File: src/rtl/change_dispenser.sv
// change_dispenser: coin-hopper driver for the change path.
// Pays out a change amount (1-jiao units) greedily: 1 yuan (10), 5 jiao (5),
// then 1 jiao (1). Each coin is a fixed-width one-hot eject pulse followed by
// a wait for the hopper's coin-out acknowledge.
//
// Ports:
//   clk_i       system clock, rising edge
//   rst_i       synchronous reset, active-high
//   start_i     one-cycle payout request, amount_i sampled on the same edge
//   amount_i    change to pay, 1-jiao units
//   coin_ack_i  hopper sensor, one-cycle pulse per coin ejected
//   eject_o     one-hot eject: bit0 1 jiao, bit1 5 jiao, bit2 1 yuan
//   busy_o      payout in progress
//   done_o      one-cycle pulse on payout completion
//   err_o       hopper timeout, sticky until the next accepted start
//   remain_o    amount still owed
//   cnt_*_o     coins dispensed per denomination in the current payout
//
// All outputs are registered from the current state and datapath, so every
// output trails the internal state by one clock.
//
// state    | meaning
// IDLE     | waiting for start_i
// SELECT   | pick the largest coin not exceeding the remainder
// EJECT    | drive the eject pulse for PULSE_CYC cycles
// WAIT_ACK | wait for the hopper acknowledge, bounded by ACK_TIMEOUT
// DONE     | payout complete, pulse done_o
// ERR      | hopper timeout, raise err_o

module change_dispenser #(
    parameter int AMT_W       = 8,
    parameter int PULSE_CYC   = 4,
    parameter int ACK_TIMEOUT = 1000
) (
    input  logic             clk_i,
    input  logic             rst_i,
    input  logic             start_i,
    input  logic [AMT_W-1:0] amount_i,
    input  logic             coin_ack_i,
    output logic [2:0]       eject_o,
    output logic             busy_o,
    output logic             done_o,
    output logic             err_o,
    output logic [AMT_W-1:0] remain_o,
    output logic [4:0]       cnt_yuan_o,
    output logic [4:0]       cnt_5j_o,
    output logic [4:0]       cnt_1j_o
);

    localparam int PW = (PULSE_CYC > 1) ? $clog2(PULSE_CYC) : 1;
    localparam int TW = $clog2(ACK_TIMEOUT);

    typedef enum logic [2:0] {
        IDLE,
        SELECT,
        EJECT,
        WAIT_ACK,
        DONE,
        ERR
    } state_t;

    state_t           state, state_nxt;
    logic [AMT_W-1:0] rem, rem_nxt, rem_sub, coin_val;
    logic [4:0]       cy, cy_nxt, c5, c5_nxt, c1, c1_nxt;
    logic [2:0]       sel, sel_nxt;
    logic [PW-1:0]    pcnt, pcnt_nxt;
    logic [TW-1:0]    tcnt, tcnt_nxt;
    logic             acked, acked_nxt;
    logic             credit;

    function automatic logic [4:0] sat_inc(input logic [4:0] c);
        return (c == 5'd31) ? c : c + 5'd1;
    endfunction

    always_comb begin
        coin_val = AMT_W'(1);
        case (sel)
            3'b100:  coin_val = AMT_W'(10);
            3'b010:  coin_val = AMT_W'(5);
            default: coin_val = AMT_W'(1);
        endcase
    end

    // Greedy selection keeps coin_val <= rem, so this never wraps.
    assign rem_sub = rem - coin_val;

    always_comb begin
        state_nxt = state;
        rem_nxt   = rem;
        cy_nxt    = cy;
        c5_nxt    = c5;
        c1_nxt    = c1;
        sel_nxt   = sel;
        pcnt_nxt  = pcnt;
        tcnt_nxt  = tcnt;
        acked_nxt = acked;
        credit    = 1'b0;

        case (state)
            IDLE: begin
                if (start_i) begin
                    rem_nxt   = amount_i;
                    cy_nxt    = '0;
                    c5_nxt    = '0;
                    c1_nxt    = '0;
                    state_nxt = (amount_i == '0) ? DONE : SELECT;
                end
            end
            SELECT: begin
                if (rem >= AMT_W'(10))
                    sel_nxt = 3'b100;
                else if (rem >= AMT_W'(5))
                    sel_nxt = 3'b010;
                else
                    sel_nxt = 3'b001;
                pcnt_nxt  = PW'(PULSE_CYC - 1);
                acked_nxt = 1'b0;
                state_nxt = EJECT;
            end
            EJECT: begin
                // An early ack is credited once; the pulse still runs full width.
                if (coin_ack_i && !acked) begin
                    credit    = 1'b1;
                    acked_nxt = 1'b1;
                end
                if (pcnt == '0) begin
                    if (acked || credit) begin
                        state_nxt = ((credit ? rem_sub : rem) == '0) ? DONE : SELECT;
                    end else begin
                        tcnt_nxt  = '0;
                        state_nxt = WAIT_ACK;
                    end
                end else begin
                    pcnt_nxt = pcnt - PW'(1);
                end
            end
            WAIT_ACK: begin
                // An ack on the timeout cycle takes priority over the error.
                if (coin_ack_i) begin
                    credit    = 1'b1;
                    state_nxt = (rem_sub == '0) ? DONE : SELECT;
                end else if (tcnt == TW'(ACK_TIMEOUT - 1)) begin
                    state_nxt = ERR;
                end else begin
                    tcnt_nxt = tcnt + TW'(1);
                end
            end
            DONE:    state_nxt = IDLE;
            ERR:     state_nxt = IDLE;
            default: state_nxt = IDLE;
        endcase

        if (credit) begin
            rem_nxt = rem_sub;
            case (sel)
                3'b100:  cy_nxt = sat_inc(cy);
                3'b010:  c5_nxt = sat_inc(c5);
                default: c1_nxt = sat_inc(c1);
            endcase
        end
    end

    always_ff @(posedge clk_i) begin
        if (rst_i)
            state <= IDLE;
        else
            state <= state_nxt;
    end

    always_ff @(posedge clk_i) begin
        if (rst_i) begin
            rem   <= '0;
            cy    <= '0;
            c5    <= '0;
            c1    <= '0;
            sel   <= '0;
            pcnt  <= '0;
            tcnt  <= '0;
            acked <= 1'b0;
        end else begin
            rem   <= rem_nxt;
            cy    <= cy_nxt;
            c5    <= c5_nxt;
            c1    <= c1_nxt;
            sel   <= sel_nxt;
            pcnt  <= pcnt_nxt;
            tcnt  <= tcnt_nxt;
            acked <= acked_nxt;
        end
    end

    always_ff @(posedge clk_i) begin
        if (rst_i) begin
            eject_o    <= '0;
            busy_o     <= 1'b0;
            done_o     <= 1'b0;
            err_o      <= 1'b0;
            remain_o   <= '0;
            cnt_yuan_o <= '0;
            cnt_5j_o   <= '0;
            cnt_1j_o   <= '0;
        end else begin
            eject_o    <= (state == EJECT) ? sel : 3'b000;
            busy_o     <= (state == SELECT) || (state == EJECT) || (state == WAIT_ACK);
            done_o     <= (state == DONE);
            // SELECT or DONE can only follow an accepted start once ERR has
            // been visited, so reaching either clears the sticky flag.
            err_o      <= (state == ERR) ||
                          (err_o && !((state == SELECT) || (state == DONE)));
            remain_o   <= rem;
            cnt_yuan_o <= cy;
            cnt_5j_o   <= c5;
            cnt_1j_o   <= c1;
        end
    end

endmodule

File: config.mk
export PLATFORM = sky130hd
export DESIGN_NAME = change_dispenser
export DESIGN_NICKNAME = d
export VERILOG_FILES = /design/src/rtl/change_dispenser.sv
export SDC_FILE = /design/constraint.sdc
export NUM_CORES = 1
export LEC_CHECK = 0
export ABC_AREA = 1
export CAP_MARGIN = 20
export CORE_UTILIZATION = 38
export CTS_BUF_LIST = sky130_fd_sc_hd__clkbuf_4 sky130_fd_sc_hd__clkbuf_8
export CTS_CLUSTER_DIAMETER = 30
export DETAILED_ROUTE_END_ITERATION = 10
export GPL_ROUTABILITY_DRIVEN = 0
export GPL_TIMING_DRIVEN = 0
export PLACE_DENSITY = 0.63
export SLEW_MARGIN = 40
export SYNTH_ARGS = -nofsm -noshare
export SYNTH_HDL_FRONTEND = slang
export SYNTH_SLANG_ARGS = --single-unit
File: constraint.sdc
create_clock -name clk_i -period 3.2 [get_ports clk_i]
set_clock_uncertainty 0.15 [all_clocks]
set_input_delay 0.32 -clock clk_i [delete_from_list [all_inputs] [get_ports clk_i]]
set_output_delay 0.32 -clock clk_i [all_outputs]
set_load 0.03 [all_outputs]
==> results of run 1 <==
-- state kept, by name, summed over array words and instances (netlist names), 5 cells and up --
register    flops
tcnt           10
cnt_yuan_o      5
remain_o        8
c5              5
rem             8
cy              5
cnt_1j_o        5
c1              5
cnt_5j_o        5
-- area by class of cell --
type	count	share of cell area
plain buffers	7	0.00723
clock buffers	10	0.0346
clock inverters	5	0.00849
inverters	84	0.0799
multi-input cells	301	0.381
flip-flops and latches	71	0.357
well taps	105	0.0330
repair buffers	39	0.0981
-- worst min-delay path by stage --
stage / from / to / slack, ns / cells after the start
global placement: c1[3] / c1[3] / 0.27 / 1
CTS: rst_i / cnt_1j_o[2] / 0.23 / 2
global route: rst_i / cnt_1j_o[1] / 0.26 / 2
finish: rst_i / cnt_yuan_o[4] / 0.23 / 2
floorplan: c1[3] / c1[3] / 0.26 / 1
detailed placement: c1[3] / c1[3] / 0.28 / 1
-- Yosys cell counts, types with 2 or more instances --
library cell,n,area (um2)
o21ai_1,3,15.0
nor2_2,5,31.3
clkbuf_1,5,18.8
ha_1,13,163
buf_2,2,10.0
nor4_1,2,12.5
a32o_1,2,20.0
nand3_1,28,140
inv_1,78,293
dfxtp_1,71,1420
o21ai_0,26,130
a21oi_1,14,70.1
a221oi_1,2,17.5
o211ai_1,2,15.0
nand2_1,97,364
nand4_1,5,31.3
inv_2,4,15.0
a31oi_1,8,50.1
xor2_1,5,43.8
nor2_1,66,248
nor3_1,10,50.1
nand2_2,5,31.3
-- power breakdown --
part / switching [uW] / internal (uW) / leakage, uW / total [uW]
clock network: 341 / 298 / 0.0000845 / 639
registers: 75.4 / 998 / 0.000576 / 1070
logic: 822 / 417 / 0.00101 / 1240
total: 1240 / 1710 / 0.00167 / 2950
-- critical path, delay by kind of cell (launching register included) --
family,cells,cell delay (ns)
AND/OR/NAND/NOR,12,1.09
adder cells (fa/ha/maj),1,0.34
flip-flops,1,0.33
buffers and inverters,3,0.30
AO/OA/AOI/OAI,2,0.19
-- routing by layer --
layer  GRT usage  vias up  part of all wire
met1       0.234     1317              0.50
met5           0        -                 0
met4      0.0871        0             0.018
met2       0.290       55              0.45
li1            -     1563                 -
met3      0.0330        9             0.033
-- logic make-up (layout without fill, tap and decap cells) --
group	after synthesis	after routing	synth area share
adders and majority gates	14	14	0.0556
and+or+nand+nor	221	221	0.287
buffers and inverters	91	145	0.105
xor gates and xnor gates	5	5	0.0133
DFF	71	71	0.433
AOI/OAI and AO/OA	61	61	0.106
-- metrics by stage --
| step | cells | total power [uW] | instance area [um2] |
|---|---|---|---|
| 6_report | 622 | 2950 | 3980 |
| 4_1_cts | 622 | 2970 | 3980 |
| 5_1_grt | 622 | 3200 | 3980 |
| 3_3_place_gp | 607 | 2290 | 3810 |
| 2_1_floorplan | 463 | 2010 | 3290 |
| 3_5_place_dp | 607 | 2320 | 3810 |
==> results.tsv, run 1 <==
metric	value	unit
Synth Flop Type	dfxtp_1	
Max stage delay on crit path	0.34	ns
Starting Density	0.396	
Placement Setup Slack	0.711	ns
Yosys cell types	32	
pwr/cell area	742	nW/um2
Die ar.	9020	um2
Seq/Total Area, Yosys	0.433	
Root Buffer	clkbuf_8	
Clock Latency Late Sink	0.34	ns
Post-synth EDFFs	0	
cts bufs inserted	9	
synth-to-layout area growth	21.1	%
worst r2r src	sel[0]	
Synth Instances	463	
Synth Register Bits	71	
most frequent cells in the layout	97 x nand2_1, 78 x inv_1, 71 x dfxtp_1, 66 x nor2_1, 39 x clkdlybuf4s50_1	
worst hold slack	0.233	ns
row cnt	33	
Vias	2944	
Final setup viols	0	
global-route wire length before repair	12600	um
Setup CP Type	reg2reg	
CP required	3.26	ns
Max Fclk	395	MHz
DR iter-0 viols	146	
worst r2r dst	state[0]	
drt drc	0	
die width	95.0	um
# fillers	835	
Reg area	1420	um2
grt total ovfl	0	
routed vias/inst	4.73	
post-CTS sizing	0	
Crit-path slowest cell	ha_1	
cell repeated most along the worst path	nand2_1	
crit path cell chain	inv_1 -> nand2_1 -> nor2_1 -> inv_1 -> ha_1 -> nand2_1 -> inv_1 -> nand2_1 -> nand2_1 -> nand2_1 -> nand2_1 -> nand3_1 -> nor2_1 -> nand3_1 -> a21oi_1 -> nand2_1 -> nand2_1 -> a21oi_1	
core area	8300	um2
slew margin rel.	0.602	
largest net degree at the start of global routing	13	
I/O pin count	41	
crit path from	sel[0]	
Lkg Pwr	0.00167	uW
Sink Count	71	
multi-input combinational cell area	1520	um2
Post-Syn Nets	489	
startpoint types	register	
reg-to-reg slack, setup	0.67	ns
Tmin final	2.53	ns
end-of-flow core utilization	0.479	
Mapped Area	3290	um2
Final Hold Fails	0	
peak supply drop	0.410	mV
Tcrit/Tclk final	0.791	
RSZ-0062 raised after global routing	false	
antenna-violating nets left	0	
setup_tns	0	ns
Hold-fix buffers, CTS	0	
clock slew at reported path FFs	0.07	ns
Max Cap Viol	0	
initial antenna violation count	0	
Worst-Margin Slew	0.595	ns
DP Wirelength	5560	um
H-tree levels	3	
WL per Instance	11.7	um
CP endpoint kind	register	
buffer levels on the longest clock path	2	
Routed WL	7290	um
Worst Reg2Reg Path Length in Cells	18	
status	completed	
share of cells above drive strength 1	0.0677	
1st-pass router iterations	4	
commonest non-fill, non-tap cell in the layout	nand2_1	
Post-CTS Setup Bufs	0	
final worst-path setup slack	0.669	ns
worst setup path endpoint	state[0]	
final net count	539	
syn avg cell area	7.10	um2
CP max FO	3	
Max Slew Vio Count	0	
Arrival @ worst endpoint	2.59	ns
PortBufs	39	
fraction of registers with async set/reset	0	
GRT Total Usage	0.181	
vias in the first global route	2793	
Die H	95.0	um
Hold WC Path Type	in2reg	
antenna diode count	0	
CTS tree	done	
Ys Warns	0	
Power figures use the tool's default switching activity.
==> run 2, diff against run 1 <==
--- a/config.mk
+++ b/config.mk
@@ -13,7 +13,7 @@
 export DETAILED_ROUTE_END_ITERATION = 10
 export GPL_ROUTABILITY_DRIVEN = 0
 export GPL_TIMING_DRIVEN = 0
-export PLACE_DENSITY = 0.63
+export PLACE_DENSITY = 0.65
 export SLEW_MARGIN = 40
 export SYNTH_ARGS = -nofsm -noshare
 export SYNTH_HDL_FRONTEND = slang
==> constraint.sdc (replaced) <==
create_clock -name clk_i -period 2.3 [get_ports clk_i]
set_clock_uncertainty 0.15 [all_clocks]
set_input_delay 0.23 -clock clk_i [delete_from_list [all_inputs] [get_ports clk_i]]
set_output_delay 0.23 -clock clk_i [all_outputs]
set_load 0.03 [all_outputs]
==> results.tsv, run 2 (same netlist as run 1, synthesis figures left out) <==
metric	value	unit
worst r2r src	sel[1]	
drt drc	0	
status	complete, but fails checks	
buffer levels on the longest clock path	2	
Lkg Pwr	0.00174	uW
Starting Density	0.396	
synth-to-layout area growth	27.0	%
Arrival @ worst endpoint	2.46	ns
most frequent cells in the layout	92 x nand2_1, 74 x inv_1, 68 x dfxtp_1, 60 x nor2_1, 39 x clkdlybuf4s50_1	
antenna diode count	0	
Crit-path slowest cell	dfxtp_2	
cell repeated most along the worst path	nand2_1	
initial antenna violation count	0	
DP Wirelength	5470	um
failing checks	setup timing	
family with the most delay on the worst path	simple AND/OR/NAND/NOR gates	
1st-pass router iterations	5	
CTS tree	done	
non-filler cells, final	631	
Final Hold Fails	0	
core area	8300	um2
slew margin rel.	0.617	
dpl cells	607	
Setup CP Type	reg2reg	
Worst Reg2Reg Path Length in Cells	17	
largest net degree at the start of global routing	13	
Largest regs	tcnt: 10 flops, rem: 8 flops, remain_o: 8 flops	
total power	4590	uW
row cnt	33	
Hold EP	cnt_5j_o[1]	
Post-DP Area	3810	um2
hold_sp	rst_i	
CP endpoint kind	register	
Vias	3008	
max FFs per register	10	
Tcrit/Tclk final	1.02	
commonest non-fill, non-tap cell in the layout	nand2_1	
final instance area	4170	um2
Max Cap Viol	0	
WL per Instance	11.8	um
Max stage delay on crit path	0.35	ns
GRT Total Usage	0.178	
Die H	95.0	um
grt total ovfl	0	
Max Fclk	428	MHz
final net count	547	
share of cells above drive strength 1	0.135	
WP buf/inv	1	
Hold WC Path Type	in2reg	
vias in the first global route	2785	
H-tree levels	3	
routed vias/inst	4.77	
worst r2r dst	state[2]	
Tmin final	2.34	ns
CP max FO	3	
I/O pin count	41	
hold depth	2	
Sink Count	71	
Clock Latency Late Sink	0.35	ns
RSZ-0062 raised after global routing	true	
Die ar.	9020	um2
cts bufs inserted	9	
antenna-violating nets left	0	
reg-to-reg slack, setup	-0.04	ns
Routed WL	7430	um
register with the most flip-flops	tcnt	
pwr/cell area	1100	nW/um2
DR iter-0 viols	199	
final worst-path setup slack	-0.0385	ns
Max Slew Vio Count	0	
clock slew at reported path FFs	0.08	ns
startpoint types	register	
die width	95.0	um
Worst-Margin Slew	0.569	ns
PortBufs	39	
Root Buffer	clkbuf_8	
Final setup viols	2	
crit path cell chain	nor2_4 -> nand2_2 -> ha_4 -> fa_2 -> inv_2 -> nand2_2 -> nand2_1 -> nand2_1 -> nand2_1 -> nand3_2 -> nor2_4 -> nand2_1 -> nand2_1 -> nand2_1 -> nor2_1 -> nor2_1 -> nor3_1	
peak supply drop	0.541	mV
worst hold slack	0.183	ns
global-route wire length before repair	12300	um
CP required	2.43	ns
run 2: cell types whose count changed in the layout (fill, tap and decap cells not counted), moves of 5 or more:
cell and delta:
nand2_1 -5, nor2_1 -6, nand2_2 +5, buf_4 +8
run 2: how the worst max path moves through the flow:
stage / from / end / slack, ns / depth (start not counted)
after floorplan: sel[0] / state[0] / 0.16 / 16
after global placement: sel[0] / state[0] / -0.12 / 16
after detailed placement: sel[0] / state[2] / -0.16 / 15
after CTS: sel[1] / state[0] / -0.04 / 18
after global routing: sel[0] / state[2] / -0.23 / 19
final: sel[1] / state[2] / -0.04 / 17
run 2: layout make-up:
cell class	instances	area (um2)
tap	105	131
inverter	84	318
sequential	71	1430
clock inverter	6	61.3
clock buffer	10	131
timing repair buffer	47	450
multi-input combinational	301	1630
buffer	7	28.8
fill	820	4130
run 2: what timing repair did:
action	CTS	global route
hold buffers	0	0
pin swaps	8	6
cloned	0	0
resized for setup	19	11
endpoints found under the setup margin	2	3
setup buffers	5	3
run 2: report_power, final:
group	leakage (uW)	switching, uW	internal (uW)
registers	0.000577	126	1390
clock network	0.0000994	479	509
logic	0.00106	1290	800
total	0.00174	1890	2700
run 2: per-layer routing:
metal / GRT usage / wire, um / up-vias
li1: - / - / 1580
met1: 0.223 / 3610 / 1356
met2: 0.285 / 3360 / 56
met3: 0.0427 / 274 / 16
met4: 0.0884 / 176 / 0
met5: 0 / 0 / -
run 2: metrics by stage:
stage | setup slack [ns] | setup TNS (ns) | util
6_report | -0.0385 | -0.0537 | 0.503
5_1_grt | -0.231 | -0.393 | 0.503
4_1_cts | -0.0386 | -0.0616 | 0.493
3_5_place_dp | -0.163 | -0.346 | 0.459
3_3_place_gp | -0.118 | -0.218 | 0.459
2_1_floorplan | 0.157 | 0 | -
==> run 3, diff against run 2 <==
--- a/config.mk
+++ b/config.mk
@@ -10,6 +10,7 @@
 export CORE_UTILIZATION = 38
 export CTS_BUF_LIST = sky130_fd_sc_hd__clkbuf_4 sky130_fd_sc_hd__clkbuf_8
 export CTS_CLUSTER_DIAMETER = 30
+export CTS_CLUSTER_SIZE = 8
 export DETAILED_ROUTE_END_ITERATION = 10
 export GPL_ROUTABILITY_DRIVEN = 0
 export GPL_TIMING_DRIVEN = 0
==> results of run 3 <==
The final DEF is identical to that of run 2; final timing and power are the same.
